===== src/rtl/popcount23_pkg.sv =====
// Shared types and constants for the 23-input ternary popcount neuron.
package popcount23_pkg;

    localparam int CHUNK_W = 23;
    localparam int PC_W    = 5;

    typedef enum logic [1:0] {
        IDLE = 2'd0,
        POS  = 2'd1,
        NEG  = 2'd2,
        DONE = 2'd3
    } state_t;

    localparam logic [1:0] ACT_POS  = 2'b01;
    localparam logic [1:0] ACT_ZERO = 2'b00;
    localparam logic [1:0] ACT_NEG  = 2'b11;

    // Ternary activation with signed comparisons against both thresholds.
    function automatic logic [1:0] ternary_act(input int sum, input int thr_hi, input int thr_lo);
        if (sum > thr_hi)
            return ACT_POS;
        else if (sum < thr_lo)
            return ACT_NEG;
        else
            return ACT_ZERO;
    endfunction

endpackage


===== src/rtl/popcount23_exact.sv =====
// Exact combinational population count of a 23-bit vector.
module popcount23_exact
    import popcount23_pkg::*;
(
    input  logic [CHUNK_W-1:0] input_a,
    output logic [PC_W-1:0]    count
);

    // NOTE: the default before the loop keeps every path assigned, so no latch is inferred.
    always_comb begin
        count = '0;
        for (int i = 0; i < CHUNK_W; i++)
            count = count + PC_W'(input_a[i]);
    end

endmodule


===== src/rtl/popcount23_neuron_seq.sv =====
// Sequential ternary-weight neuron: time-shares one popcount unit between
// the +1 and -1 masks of each 23-bit chunk and accumulates a signed sum.
module popcount23_neuron_seq
    import popcount23_pkg::*;
#(
    parameter int MAX_CHUNKS = 8,
    parameter int ACC_W      = 10,
    parameter int THR_HI     = 0,
    parameter int THR_LO     = 0
) (
    input  logic                    clk,
    input  logic                    rst,
    input  logic                    in_valid,
    output logic                    in_ready,
    input  logic [CHUNK_W-1:0]      in_pos,
    input  logic [CHUNK_W-1:0]      in_neg,
    input  logic                    in_last,
    output logic                    out_valid,
    input  logic                    out_ready,
    output logic signed [ACC_W-1:0] out_sum,
    output logic [1:0]              out_act,
    output logic                    out_ovf
);

    localparam int CNT_W = $clog2(MAX_CHUNKS + 1);

    state_t                    state;
    logic [CHUNK_W-1:0]        pos_q;
    logic [CHUNK_W-1:0]        neg_q;
    logic                      last_q;
    logic signed [ACC_W-1:0]   acc;
    logic [CNT_W-1:0]          chunk_cnt;

    logic [CHUNK_W-1:0]        pc_in;
    logic [PC_W-1:0]           pc_count;
    logic signed [ACC_W-1:0]   pc_ext;
    logic signed [ACC_W-1:0]   acc_after_neg;
    logic [CNT_W-1:0]          cnt_next;
    logic                      limit_hit;

    // Held low during reset so nothing is accepted while state is being cleared.
    assign in_ready = (state == IDLE) && !rst;

    always_comb begin
        pc_in = '0;
        case (state)
            POS:     pc_in = pos_q;
            NEG:     pc_in = neg_q;
            default: pc_in = '0;
        endcase
    end

    popcount23_exact u_popcount (
        .input_a (pc_in),
        .count   (pc_count)
    );

    assign pc_ext        = signed'({{(ACC_W - PC_W){1'b0}}, pc_count});
    assign acc_after_neg = acc - pc_ext;
    assign cnt_next      = chunk_cnt + 1'b1;
    assign limit_hit     = (cnt_next == CNT_W'(MAX_CHUNKS));

    // NOTE: all state uses non-blocking assignments so every register samples pre-edge values.
    always_ff @(posedge clk) begin
        if (rst) begin
            state     <= IDLE;
            acc       <= '0;
            chunk_cnt <= '0;
            pos_q     <= '0;
            neg_q     <= '0;
            last_q    <= 1'b0;
            out_valid <= 1'b0;
            out_sum   <= '0;
            out_act   <= ACT_ZERO;
            out_ovf   <= 1'b0;
        end else begin
            case (state)
                IDLE: begin
                    if (in_valid && in_ready) begin
                        pos_q  <= in_pos;
                        neg_q  <= in_neg;
                        last_q <= in_last;
                        state  <= POS;
                    end
                end
                POS: begin
                    acc   <= acc + pc_ext;
                    state <= NEG;
                end
                NEG: begin
                    acc       <= acc_after_neg;
                    chunk_cnt <= cnt_next;
                    if (last_q || limit_hit) begin
                        // Reaching DONE without last_q can only mean the chunk limit fired.
                        out_valid <= 1'b1;
                        out_sum   <= acc_after_neg;
                        out_act   <= ternary_act(int'(acc_after_neg), THR_HI, THR_LO);
                        out_ovf   <= !last_q;
                        state     <= DONE;
                    end else begin
                        state <= IDLE;
                    end
                end
                DONE: begin
                    if (out_ready) begin
                        out_valid <= 1'b0;
                        out_ovf   <= 1'b0;
                        acc       <= '0;
                        chunk_cnt <= '0;
                        state     <= IDLE;
                    end
                end
                default: state <= IDLE;
            endcase
        end
    end

endmodule


===== config.mk =====
export PLATFORM = sky130hd
export DESIGN_NAME = popcount23_neuron_seq
export DESIGN_NICKNAME = d
export VERILOG_FILES = /design/src/rtl/popcount23_pkg.sv /design/src/rtl/popcount23_exact.sv /design/src/rtl/popcount23_neuron_seq.sv
export SDC_FILE = /design/constraint.sdc
export NUM_CORES = 1
export LEC_CHECK = 0
export BUFFER_PORTS_ARGS = -buffer_cell sky130_fd_sc_hd__buf_2
export CAP_MARGIN = 20
export CORE_MARGIN = 2
export CORE_UTILIZATION = 55
export DETAILED_ROUTE_END_ITERATION = 8
export GPL_TIMING_DRIVEN = 0
export PLACE_DENSITY = 0.8
export SKIP_LAST_GASP = 1
export SYNTH_ARGS = -nofsm -noshare
export SYNTH_HDL_FRONTEND = slang
export SYNTH_SLANG_ARGS = --single-unit

===== constraint.sdc =====
create_clock -name clk -period 15.2 [get_ports clk]
set_input_delay 2.28 -clock clk [delete_from_list [all_inputs] [get_ports clk]]
set_output_delay 2.28 -clock clk [all_outputs]
set_load 0.02 [all_outputs]

# After elaboration in Yosys (flattened, before gate mapping)
# Index checks and enable logic that the tools add are counted.
[totals]
register_bits = 77
latchBits = 0
ramBits = 0
rom_bits = 0
input_bits = 51
output_inout_bits = 15
n_memories = 0
[classes]
addsub = 25
mul = 0
div_mod_pow = 0
magnitude_cmp = 2
eq_ne = 7
shifts = 0
n_mux = 16
bitwise = 0
reduce_logical = 14
[op_table]
columns = ["operator", "n"]
rows = [
  ["$add 5x1->5", 21],
  ["$pmux 23 s2", 1],
  ["$pmux 10 s3", 1],
  ["$add 10x6->10", 1],
  ["$gt 10x1->1 const B", 1],
  ["$lt 10x1->1 const B", 1],
  ["$mux 10", 1],
  ["$mux 2", 5],
  ["$reduce_and 2->1", 5],
  ["$sub 10x6->10", 1],
  ["$pmux 2 s4", 1],
  ["$pmux 4 s2", 1],
  ["$add 4x1->4 const B", 1],
  ["$eq 2x2->1 const B", 2],
  ["$eq 4x4->1 const B", 1],
  ["$mux 4", 1],
  ["$ne 2x2->1 const B", 2],
  ["$pmux 1 s2", 2],
  ["$mux 1", 3],
  ["$reduce_and 3->1", 1],
  ["$reduce_bool 3->1", 1],
  ["$add 1x1->2", 1],
  ["$eq 2x1->1 const B", 1],
  ["$logic_and 1x1->1", 2],
  ["other kinds (5)", 6],
]

# Logic depth before layout (Yosys ltp)
# Gate-level depths: netlist of the first run.
[logic_depth]
ltp_word = 28
ltp_mapped = 27
ltp_nobuf = 25

# By module
# Synthesis of the first run repeated with hierarchy kept, for this count alone.
[hier_totals]
hier_cells = 570
hier_area_um2 = 4742.0
[modules_own_cells]
columns = ["mod", "instances", "cells_each", "area_each_um2"]
rows = [
  ["popcount23_neuron_seq", 1, 513, 4140.2],
  ["popcount23_exact", 1, 57, 601.8],
]

# Least setup slack after synthesis of the first run
# OpenSTA, ideal clock, no wires.
[synth_path]
path_kind = "register -> register"
from = "register state[0]"
to = "register acc[9]"
setup_time_ps = 84
t_arrival_ps = 6756
path_slack_ps = 8360
stages_incl_launch_ff = 25
synth_period_minus_slack_ps = 6840
cell_sequence = "dfxtp_1 -> inv_1 -> ha_1 -> clkbuf_1 -> clkbuf_1 -> clkbuf_1 -> a22o_1 -> nand2_1 -> fa_1 -> fa_1 -> fa_1 -> fa_1 -> fa_1 -> inv_1 -> ha_1 -> fa_1 -> a21o_1 -> a21o_1 -> ha_1 -> buf_2 -> nor3_1 -> a211o_1 -> or3_4 -> mux2_4 -> o31ai_2"
[synth_via]
elab_chain_cells = 26
elab_cells_between_ends = 32
[synth_lines]
columns = ["item", "line", "source"]
rows = [
  ["from (decl)", "popcount23_neuron_seq.sv:27", "state_t state;"],
  ["from (signal assigned)", "popcount23_neuron_seq.sv:66", "state <= IDLE;"],
  ["from (signal assigned)", "popcount23_neuron_seq.sv:83", "state <= POS;"],
  ["from (signal assigned)", "popcount23_neuron_seq.sv:88", "state <= NEG;"],
  ["$eq 2x2->1 / $eq 2x1->1 (equally long branches)", "popcount23_neuron_seq.sv:46, popcount23_neuron_seq.sv:77", ""],
  ["$pmux 23 s2", "popcount23_neuron_seq.sv:46", "case (state)"],
  ["$add 1x1->2", "popcount23_exact.sv:13", "count = count + PC_W'(input_a[i]);"],
  ["$add 5x1->5 (21 in a row)", "popcount23_exact.sv:13", ""],
  ["$sub 10x6->10 / $add 10x6->10 (equally long branches)", "popcount23_neuron_seq.sv:59, popcount23_neuron_seq.sv:87", ""],
  ["$pmux 10 s3", "popcount23_neuron_seq.sv:77", "case (state)"],
  ["to (signal assigned)", "popcount23_neuron_seq.sv:87", "acc <= acc + pc_ext;"],
  ["to (signal assigned)", "popcount23_neuron_seq.sv:91", "acc <= acc_after_neg;"],
  ["to (decl)", "popcount23_neuron_seq.sv:31", "logic signed [ACC_W-1:0] acc;"],
]
# Several ways; a longest one is shown, not always the timed one.
# A chain may end at the register's enable or synchronous reset.

# Worst setup path in the final report of the first run
# Ends and elaborated chain as after synthesis.

==> summary.txt, run 1 <==
Run status
  • Status: finished clean

Route
  • Vias: 4,245
  • Vias/cell: 5.74
  • # DRC: 0
  • Pre-Repair DR Iteration Count: 5
  • Initial DRC count: 309
  • Routed Antenna Nets: 0
  • Routed wire length per instance: 15.5 um
  • Total wire length: 11,500 um

Floorplanning
  • IO Count: 66
  • Initial Util: 57.2%
  • Full die area: 8820 um^2
  • Core Area: 7770 um^2
  • Die H: 93.9 um
  • Die width: 93.9 um
  • FP Rows: 32

Clock tree
  • Clock slew at reported path FFs: 80 ps
  • CTS tree: yes
  • CTS Sinks: 76
  • Post-CTS setup buffers: 0
  • Post-CTS Resized: 0
  • Cts hold-fix bufs: 0
  • Htree depth: 3
  • CTS root buf: clkbuf_8
  • CTS buffer count: 9
  • Worst-Skew Late Latency: 350 ps
  • Maximum clock insertion buffer count: 2

Logic synthesis
  • Cell area after synthesis: 4440 um^2
  • Compound-cell area share of the yosys netlist: 22.3%
  • Multiplexer area fraction after synthesis: 0.563%
  • Area leader, netlist: dfxtp_1
  • Top FF cell, synth: dfxtp_1
  • Synth Area in XOR/XNOR: 1.58%
  • Synth Area in Adders: 14.6%
  • Count leader, synth: nand2_1
  • Largest cells by area after synthesis: dfxtp_1 (34%), nand2_1 (10%), fa_1 (8.1%), o21ai_0 (7.0%), ha_1 (6.5%)
  • Top post-synthesis cells by count: nand2_1 (124), dfxtp_1 (76), o21ai_0 (62), inv_1 (36)
  • Flops & latches, synth: 76
  • Post-Synthesis Net Count: 651
  • Number of synthesized flops with an enable pin: 0
  • Top-area cell type share of the netlist area: 34.2%
  • Post-Syn Instances: 559
  • Dominant combinational cell family by area after synthesis: compound AO/OA/AOI/OAI gates
  • Post-synthesis sequential area ratio: 34.2%
  • Asr flop ratio synth: 0%
  • Yosys cell types: 57
  • Syn Area/Cell: 7.95 um^2
  • Count of yosys warnings during synthesis: 0
  • Synth Area in Simple Gates: 20.2%

Power
  • Sw power: 0.338 mW
  • Reg power frac: 32.6%
  • Leak: 2.13 nW
  • P_int: 0.464 mW
  • Sw frac: 42.2%
  • Clock share of power: 20.5%
  • Max rail drop VDD: 0.0000793 V
  • Pwr dens: 158 nW/um^2
  • Comb power frac: 46.9%

GRT
  • Grt ovf: 0
  • First-pass GRT wire length: 18,800 um
  • Initial antenna violation count: 0
  • GRT Resource Usage Total: 27.1%
  • Vias in the first global route: 3,981
  • Largest net degree at the start of global routing: 13

Run
  • Max-Cap Viols: 0

Timing
  • Hold_ws: 459 ps
  • Normalized max-slew margin: 52.0%
  • Tmin final: 7750 ps
  • Final Skew: 11.2 ps
  • Final Hold Viols: 0
  • F_max: 129 MHz
  • Setup TNS: 0 ps
  • Final setup fails: 0
  • Worst-margin pin slew: 715 ps
  • RSZ-0062 raised after global routing: no
  • Final worst-path cycle share: 51.0%
  • Max-slew violations: 0

Setup path
  • Worst EP required: 15,470 ps
  • Setup CP Type: reg2reg
  • Critical path startpoint category: register
  • Critical Path AT: 8020 ps
  • Max FO, Critical Path: 10
  • Critical Path End Type: register

Place
  • Placer Congestion: 0.928
  • Hpwl dp: 8480 um
  • Dpl cells: 725
  • Port buffer count: 64

Final layout
  • Ant. Diodes: 0
  • Fin cells: 739
  • Share of cells above drive strength 1: 14.1%
  • Nets: 726
  • Area grow syn2layout: 14.6%

Worst hold path
  • Hold Crit Class: reg2reg
[through the flow]
stage	area [um^2]	util [%]	total power, mW	setup slack, ps
after floorplan	4440	-	0.527	8360
after global placement	4890	63.0	0.623	7640
after detailed placement	4890	63.0	0.633	7570
after CTS	5090	65.6	0.798	7520
after global routing	5090	65.6	0.855	7100
final	5090	65.6	0.803	7450
[sequential cells by signal, indices dropped and copies added, names as in the netlist]
signal     flops
acc           10
out_valid      1
out_ovf        1
out_act        1
state          2
last_q         1
chunk_cnt      4
neg_q         23
out_sum       10
pos_q         23
[power by group through the flow]
stage | combinational, mW | sequential [mW] | clock (mW)
floorplan | 0.267 | 0.260 | 0
global placement | 0.360 | 0.263 | 0
detailed placement | 0.368 | 0.265 | 0
CTS | 0.371 | 0.261 | 0.166
global route | 0.415 | 0.266 | 0.174
finish | 0.376 | 0.262 | 0.165
[layer usage]
layer | global-route usage (%) | vias up | share of wire [%] | wire (um)
met4 | 12.0 | 0 | 2.3 | 262
li1 | - | 2052 | - | -
met3 | 3.93 | 27 | 6.5 | 748
met2 | 44.5 | 170 | 49 | 5580
met1 | 35.6 | 1996 | 43 | 4870
met5 | 0 | - | 0 | 0
[logic make-up (layout without fill, tap and decap cells)]
| logic type | Yosys count | after routing |
|---|---|---|
| adders and majority gates | 41 | 41 |
| AOI/OAI and AO/OA | 151 | 151 |
| DFF | 76 | 76 |
| muxes | 2 | 2 |
| xor gates and xnor gates | 8 | 8 |
| and+or+nand+nor | 206 | 206 |
| buffers and inverters | 75 | 153 |
[final cells by class]
| class | instances | area [um^2] |
|---|---|---|
| Buffer | 38 | 150 |
| Clock inverter | 5 | 78.8 |
| Clock buffer | 9 | 124 |
| Sequential cell | 76 | 1520 |
| Timing Repair Buffer | 64 | 320 |
| Multi-Input combinational cell | 408 | 2630 |
| Tap cell | 102 | 128 |
| Fill cell | 696 | 2670 |
| Inverter | 37 | 139 |
[path summary, 6_finish.rpt]
kind,start,endpoint,slack [ps],depth (start not counted)
max,state[0]$_SDFFE_PP0P_,acc[9]$_SDFFE_PP0P_,7450,24
max reg2reg,state[0]$_SDFFE_PP0P_,acc[9]$_SDFFE_PP0P_,7450,24
min reg2reg,pos_q[8]$_SDFFE_PP0P_,pos_q[8]$_SDFFE_PP0P_,460,2
min,pos_q[8]$_SDFFE_PP0P_,pos_q[8]$_SDFFE_PP0P_,460,2
[critical path, cell delays in order (launching register included)]
cell and delay, ps:
dfxtp_1 350, inv_1 90, ha_1 140, clkbuf_1 350, clkbuf_1 450, clkbuf_1 470
a22o_1 200, nand2_1 80, fa_1 510, fa_1 550, fa_1 520, fa_1 530
fa_1 550, inv_1 40, ha_1 210, fa_1 410, a21o_1 200, a21o_1 190
ha_1 270, buf_2 210, nor3_1 80, a211o_1 400, or3_4 380, mux2_4 310
o31ai_2 160
[layout by cell type (no fill, tap or decap), types with 7 or more instances in the layout]
| cell type | instances |
|---|---|
| o21a_1 | 7 |
| clkbuf_1 | 32 |
| a21oi_1 | 16 |
| buf_2 | 67 |
| nor3_1 | 13 |
| nand2_1 | 124 |
| nor2b_1 | 11 |
| a22o_1 | 18 |
| inv_1 | 36 |
| ha_1 | 23 |
| fa_1 | 18 |
| o21ai_0 | 62 |
| nor2_1 | 32 |
| clkbuf_8 | 9 |
| dfxtp_1 | 76 |
(Power assumes the default switching activity.)
==> run 2: changes to the inputs <==
- ABC_AREA: default -> 1
- clock period: 15.2 -> 7.8 ns (I/O delays scaled with it)
==> run 2 against run 1 <==
Global-route usage is 0.23 points higher. Clock power is 82% higher. Register-to-register slack worse by 6500 ps. Worst setup slack worse by 6500 ps. Fmax is 14% higher. Critical path type unchanged. Critical endpoint is now out_sum[7]$_SDFFE_PP0P_. Largest cell class unchanged.
==> summary.txt, run 2 <==
Setup path
  • CP most frequent cell: fa_1
  • Critical Path End Type: register
  • Critical Path AT: 7090 ps (-930 ps)
  • R2R cell count: 27 (+13%)
  • Worst EP required: 8060 ps (-7410 ps)
  • Max FO, Critical Path: 10 (unchanged)
  • Setup CP Type: reg2reg
  • Critical path startpoint category: register
  • Critical path's slowest cell: fa_1
  • Critical Path Max Stage Delay: 540 ps (about the same)

Clock tree
  • CTS tree: yes
  • CTS Sinks: 76 (unchanged)
  • Post-CTS setup buffers: 0 (unchanged)
  • Worst-Skew Late Latency: 370 ps (+20 ps)
  • CTS root buf: clkbuf_8
  • Post-CTS Resized: 0 (unchanged)
  • Cts hold-fix bufs: 0 (unchanged)
  • CTS buffer count: 9 (unchanged)
  • Maximum clock insertion buffer count: 2 (unchanged)
  • Clock slew at reported path FFs: 80 ps (about the same)
  • Htree depth: 3 (unchanged)

Logic synthesis
  • Area leader, netlist: dfxtp_1
  • Asr flop ratio synth: 0% (unchanged)
  • Count leader, synth: nand2_1
  • Post-Synthesis Net Count: 717 (+10%)
  • Yosys cell types: 35 (-39%)
  • Syn Area/Cell: 7.26 um^2 (-8.7%)
  • Count of yosys warnings during synthesis: 0 (unchanged)
  • Cell area after synthesis: 4540 um^2 (+2.1%)
  • Top post-synthesis cells by count: nand2_1 (118), inv_1 (97), dfxtp_1 (76), o21ai_0 (66), a21oi_1 (63)
  • Post-Syn Instances: 625 (+12%)
  • Post-synthesis sequential area ratio: 33.5% (-0.71 points)
  • Flops & latches, synth: 76 (unchanged)
  • Top FF cell, synth: dfxtp_1
  • Top-area cell type share of the netlist area: 33.5% (-0.71 points)
  • Largest cells by area after synthesis: dfxtp_1 (34%), nand2_1 (9.8%), inv_1 (8.0%), fa_1 (7.9%), o21ai_0 (7.3%)
  • Number of synthesized flops with an enable pin: 0 (unchanged)

Route
  • Vias: 4,388 (+3.4%)
  • Vias/cell: 5.42 (-5.6%)
  • Routed wire length per instance: 14.2 um (-8.3%)
  • # DRC: 0 (unchanged)
  • Total wire length: 11,500 um (+0.36%)
  • Routed Antenna Nets: 0 (unchanged)
  • Initial DRC count: 308 (-0.32%)
  • Pre-Repair DR Iteration Count: 5 (unchanged)

GRT
  • Vias in the first global route: 4,157 (+4.4%)
  • Initial antenna violation count: 0 (unchanged)
  • Grt ovf: 0 (unchanged)
  • Largest net degree at the start of global routing: 14 (+1)
  • First-pass GRT wire length: 19,100 um (+1.7%)
  • GRT Resource Usage Total: 27.4% (+0.23 points)

Floorplanning
  • Die H: 94.8 um (+1.0%)
  • Initial Util: 56.1% (-1.1 points)
  • FP Rows: 33 (+3.1%)
  • Full die area: 8990 um^2 (+2.0%)
  • IO Count: 66 (unchanged)
  • Die width: 94.8 um (+1.0%)
  • Core Area: 8090 um^2 (+4.2%)

Run
  • Max-Cap Viols: 0 (unchanged)

Timing
  • Setup TNS: 0 ps (unchanged)
  • Max-slew violations: 0 (unchanged)
  • Normalized max-slew margin: 56.5% (+4.4 points)
  • Final Hold Viols: 0 (unchanged)
  • Final Skew: 11.4 ps (+0.204 ps)
  • F_max: 146 MHz (+14%)
  • Final worst-path cycle share: 87.5% (+37 points)
  • RSZ-0062 raised after global routing: no
  • Final setup fails: 0 (unchanged)
  • Tmin final: 6830 ps (-923 ps)
  • Worst Slack Setup Final: 974 ps (-6480 ps)
  • Worst-margin pin slew: 650 ps (-64.3 ps)

Power
  • Max rail drop VDD: 0.000129 V (+63%)
  • Pwr dens: 306 nW/um^2 (+94%)
  • Leak: 2.34 nW (+9.8%)

Final layout
  • Most frequent cells in the layout: nand2_1 (118), inv_1 (97), dfxtp_1 (76), buf_2 (72), o21ai_0 (66)
  • Area grow syn2layout: 14.1%
  • Commonest non-fill, non-tap cell in the layout: nand2_1
  • Nets: 792 (+9.1%)
  • Ant. Diodes: 0 (unchanged)
  • Top flop regs: neg_q x23, pos_q x23
  • Fillers: 753 (+8.2%)
  • Share of cells above drive strength 1: 16.9% (+2.8 points)

Place
  • Port buffer count: 64 (unchanged)
  • Hpwl dp: 8770 um (+3.4%)
  • Placer Congestion: 0.904 (-2.6%)
  • Post-Place Worst Slack: 1020 ps (-6550 ps)

Worst hold path
  • Worst hold path stage count: 2 (unchanged)
  • Hold Crit Class: reg2reg

Run status
  • Status: finished clean
## run 2: changes by cell type after synthesis, sizes merged, moves of 11 or more
cell	previous run	this run
a22o	18	0
a21oi	16	68
nor2b	11	0
clkbuf	32	14
nand3	3	28
inv	36	105
o22ai	0	21
## run 2: power breakdown
part / internal, mW / total (mW) / leakage [nW] / switching, mW
clock network: 0.146 / 0.300 / 0.0873 / 0.154
logic: 0.258 / 0.795 / 1.63 / 0.537
registers: 0.454 / 0.492 / 0.622 / 0.0378
## run 2: layout make-up
class                           count  area, um^2  area share (%)
Buffer                             30         153            2.95
Clock buffer                        9         124            2.39
Clock inverter                      6        66.3            1.28
Inverter                          106         400            7.73
Multi-Input combinational cell    413        2460            47.6
Sequential cell                    76        1520            29.4
Tap cell                          105         131            2.54
Timing Repair Buffer               64         320            6.18
## run 2: through the flow
| stage | power [mW] | utilization, % | hold slack [ps] | instances | instance area (um^2) |
|---|---|---|---|---|---|
| 2_1_floorplan | 1.06 | - | 430 | 625 | 4540 |
| 3_3_place_gp | 1.25 | 61.7 | 440 | 794 | 4990 |
| 3_5_place_dp | 1.27 | 61.7 | 447 | 794 | 4990 |
| 4_1_cts | 1.57 | 64.0 | 459 | 809 | 5180 |
| 5_1_grt | 1.72 | 64.0 | 479 | 809 | 5180 |
| 6_report | 1.59 | 64.0 | 460 | 809 | 5180 |
## run 2: worst paths after layout
kind / start / end / slack [ps]
max reg2reg: state[0]$_SDFFE_PP0P_ / out_sum[7]$_SDFFE_PP0P_ / 970
max: state[0]$_SDFFE_PP0P_ / out_sum[7]$_SDFFE_PP0P_ / 970
min reg2reg: neg_q[9]$_SDFFE_PP0P_ / neg_q[9]$_SDFFE_PP0P_ / 460
min: neg_q[9]$_SDFFE_PP0P_ / neg_q[9]$_SDFFE_PP0P_ / 460
## run 2: cell families (layout without fill, tap and decap cells)
group | count (synthesis) | in the layout | synth area share [%]
and+or+nand+nor | 198 | 198 | 18.6
AOI/OAI and AO/OA | 169 | 169 | 20.3
buffers and inverters | 136 | 215 | 12.2
DFF | 76 | 76 | 33.5
adders and majority gates | 41 | 41 | 14.3
xor gates and xnor gates | 5 | 5 | 1.13
## run 2: critical path: cells and delay by family, from the launching register on
family          cells  cell delay (ps)
fa+ha+maj          10             3990
buf+inv             7              990
simple gates        8              900
compound gates      2              430
flops               1              400
## run 2: metal layers
layer  routed length (um)  vias to the layer above  track usage [%]
met5                    0                        -                0
met4                  183                        0             9.66
met3                  777                       17             4.95
met2                 5510                      165             45.6
met1                 5030                     2050             35.7
li1                     -                     2156                -
==> run 3: changes to the inputs <==
- BUFFER_PORTS_ARGS: -buffer_cell sky130_fd_sc_hd__buf_2 -> -buffer_cell sky130_fd_sc_hd__buf_4
- CTS_BUF_LIST: default -> sky130_fd_sc_hd__clkbuf_8
==> run 3 against run 2 <==
Non-clock buffer count did not move. Critical path depth rose by 1. Register-to-register slack got worse by 70 ps. Utilization rose by 2.2 points. Flip-flop and latch count did not move. Clock power rose by 5%. Hold slack got worse by 4.6 ps. First-iteration DRC count fell by 13%. Largest cell class unchanged.
==> summary.txt, run 3 (synthesized netlist as in run 2, its figures left out) <==
Run status
  • Status: finished clean

GRT
  • Vias in the first global route: 3,993 (-3.9%)
  • Largest net degree at the start of global routing: 15 (+1)
  • GRT Resource Usage Total: 26.3% (-1.0 points)
  • First-pass GRT wire length: 18,400 um (-3.4%)
  • Grt ovf: 0 (unchanged)
  • Initial antenna violation count: 0 (unchanged)

Setup path
  • Crit path from: state[1]$_SDFFE_PP0P_
  • Critical Path AT: 7200 ps (+110 ps)
  • Capturing point of the worst reg2reg path: out_act[0]$_SDFFE_PP0P_
  • Number of cells on the critical path: 28 (+3.7%)
  • Critical path's slowest cell: fa_1
  • Setup CP Type: reg2reg
  • Critical Path Max Stage Delay: 570 ps (+30 ps)
  • R2R Setup Slk: 900 ps (-70 ps)
  • Worst Setup EP: out_act[0]$_SDFFE_PP0P_
  • Max FO, Critical Path: 10 (unchanged)
  • RR Startpoint: state[1]$_SDFFE_PP0P_
  • Worst EP required: 8100 ps (+40 ps)
  • CP most frequent cell: fa_1
  • Critical Path End Type: register
  • CP top delay family: adder cells
  • Critical path startpoint category: register
  • R2R cell count: 28 (+3.7%)
  • CP bufs+invs: 7 (unchanged)

Place
  • Port buffer count: 64 (unchanged)
  • Hpwl dp: 8670 um (-1.1%)
  • Post-Place Worst Slack: 909 ps (-114 ps)
  • Placer Congestion: 0.911 (+0.76%)

Timing
  • Final worst-path cycle share: 88.4% (+0.91 points)
  • RSZ-0062 raised after global routing: no
  • Worst-margin pin slew: 770 ps (+120 ps)
  • Final Skew: 8.35 ps (-3.08 ps)
  • Normalized max-slew margin: 48.5% (-8.0 points)
  • Final Hold Viols: 0 (unchanged)
  • Tmin final: 6900 ps (+71.3 ps)
  • Setup TNS: 0 ps (unchanged)
  • F_max: 145 MHz (-1.0%)
  • Worst Slack Setup Final: 902 ps (-71.3 ps)
  • Final setup fails: 0 (unchanged)
  • Max-slew violations: 0 (unchanged)

Clock tree
  • CTS buffer count: 9 (unchanged)
  • CTS root buf: clkbuf_8
  • Clock slew at reported path FFs: 80 ps (about the same)
  • Post-CTS setup buffers: 0 (unchanged)
  • Post-CTS Resized: 0 (unchanged)
  • Maximum clock insertion buffer count: 2 (unchanged)
  • CTS Sinks: 76 (unchanged)
  • Worst-Skew Late Latency: 360 ps (about the same)
  • Cts hold-fix bufs: 0 (unchanged)
  • Htree depth: 3 (unchanged)
  • CTS tree: yes

Power
  • Max rail drop VDD: 0.000163 V (+26%)
  • Total power draw: 1.60 mW (+0.83%)
  • Leak: 2.40 nW (+2.4%)
  • Pwr dens: 298 nW/um^2 (-2.6%)

Route
  • Routed wire length per instance: 13.9 um (-2.4%)
  • Total wire length: 11,200 um (-2.3%)
  • # DRC: 0 (unchanged)
  • Vias: 4,371 (-0.39%)
  • Routed Antenna Nets: 0 (unchanged)
  • Pre-Repair DR Iteration Count: 5 (unchanged)
  • Vias/cell: 5.40 (-0.51%)
  • Initial DRC count: 268 (-13%)

Run
  • Max-Cap Viols: 0 (unchanged)

Final layout
  • Fillers: 705 (-6.4%)
  • Ant. Diodes: 0 (unchanged)
  • Share of cells above drive strength 1: 17.0% (+0.12 points)
  • Area grow syn2layout: 18.1%
  • Nets: 792 (unchanged)
  • Most frequent cells in the layout: nand2_1 (118), inv_1 (97), dfxtp_1 (76), buf_4 (68), o21ai_0 (66)
  • Top flop regs: neg_q x23, pos_q x23
  • Commonest non-fill, non-tap cell in the layout: nand2_1

Worst hold path
  • Worst hold path stage count: 2 (unchanged)
  • Hold Crit Class: reg2reg

Floorplanning
  • Core Area: 8090 um^2 (unchanged)
  • Full die area: 8990 um^2 (unchanged)
  • Die H: 94.8 um (unchanged)
  • FP Rows: 33 (unchanged)
  • Die width: 94.8 um (unchanged)
  • IO Count: 66 (unchanged)
  • Initial Util: 56.1% (unchanged)
-- run 3: final cells by class --
type / instances / area (um^2) / area share (%)
Buffer: 30 / 153 / 2.85
Inverter: 106 / 400 / 7.47
Multi-Input combinational cell: 413 / 2460 / 46.0
Sequential cell: 76 / 1520 / 28.4
Clock inverter: 6 / 72.6 / 1.35
Clock buffer: 10 / 138 / 2.57
Timing Repair Buffer: 64 / 480 / 8.96
Tap cell: 105 / 131 / 2.45
-- run 3: power by group --
| group | leakage, nW | internal [mW] | switching (mW) |
|---|---|---|---|
| clock | 0.103 | 0.159 | 0.156 |
| combinational | 1.67 | 0.266 | 0.526 |
| sequential | 0.622 | 0.454 | 0.0378 |
| total | 2.40 | 0.879 | 0.720 |
-- run 3: how the worst min path moves through the flow --
| stage | from | end | slack, ps |
|---|---|---|---|
| floorplan | neg_q[10]$_SDFFE_PP0P_ | neg_q[10]$_SDFFE_PP0P_ | 430 |
| global placement | neg_q[17]$_SDFFE_PP0P_ | neg_q[17]$_SDFFE_PP0P_ | 440 |
| detailed placement | neg_q[12]$_SDFFE_PP0P_ | neg_q[12]$_SDFFE_PP0P_ | 450 |
| CTS | pos_q[10]$_SDFFE_PP0P_ | pos_q[10]$_SDFFE_PP0P_ | 460 |
| global route | neg_q[21]$_SDFFE_PP0P_ | neg_q[21]$_SDFFE_PP0P_ | 480 |
| finish | pos_q[10]$_SDFFE_PP0P_ | pos_q[10]$_SDFFE_PP0P_ | 460 |
-- run 3: through the flow --
step                      cells  utilization, %  area [um^2]  hold WS [ps]
after CTS                   810            66.2         5360           460
after global routing        810            66.2         5360           481
after global placement      794            63.6         5150           440
after floorplan             625               -         4540           430
after detailed placement    794            63.6         5150           449
final                       810            66.2         5360           455
-- run 3: metal layers --
layer / track usage (%) / vias up / routed length (um)
li1: - / 2165 / -
met1: 37.0 / 2030 / 5080
met2: 42.0 / 155 / 5330
met3: 3.51 / 21 / 634
met4: 8.57 / 0 / 199
met5: 0 / - / 0
-- run 3: worst min-delay path: stages (launching register included) --
cell	delay (ps)
dfxtp_1	300
inv_1	60
a21oi_1	50
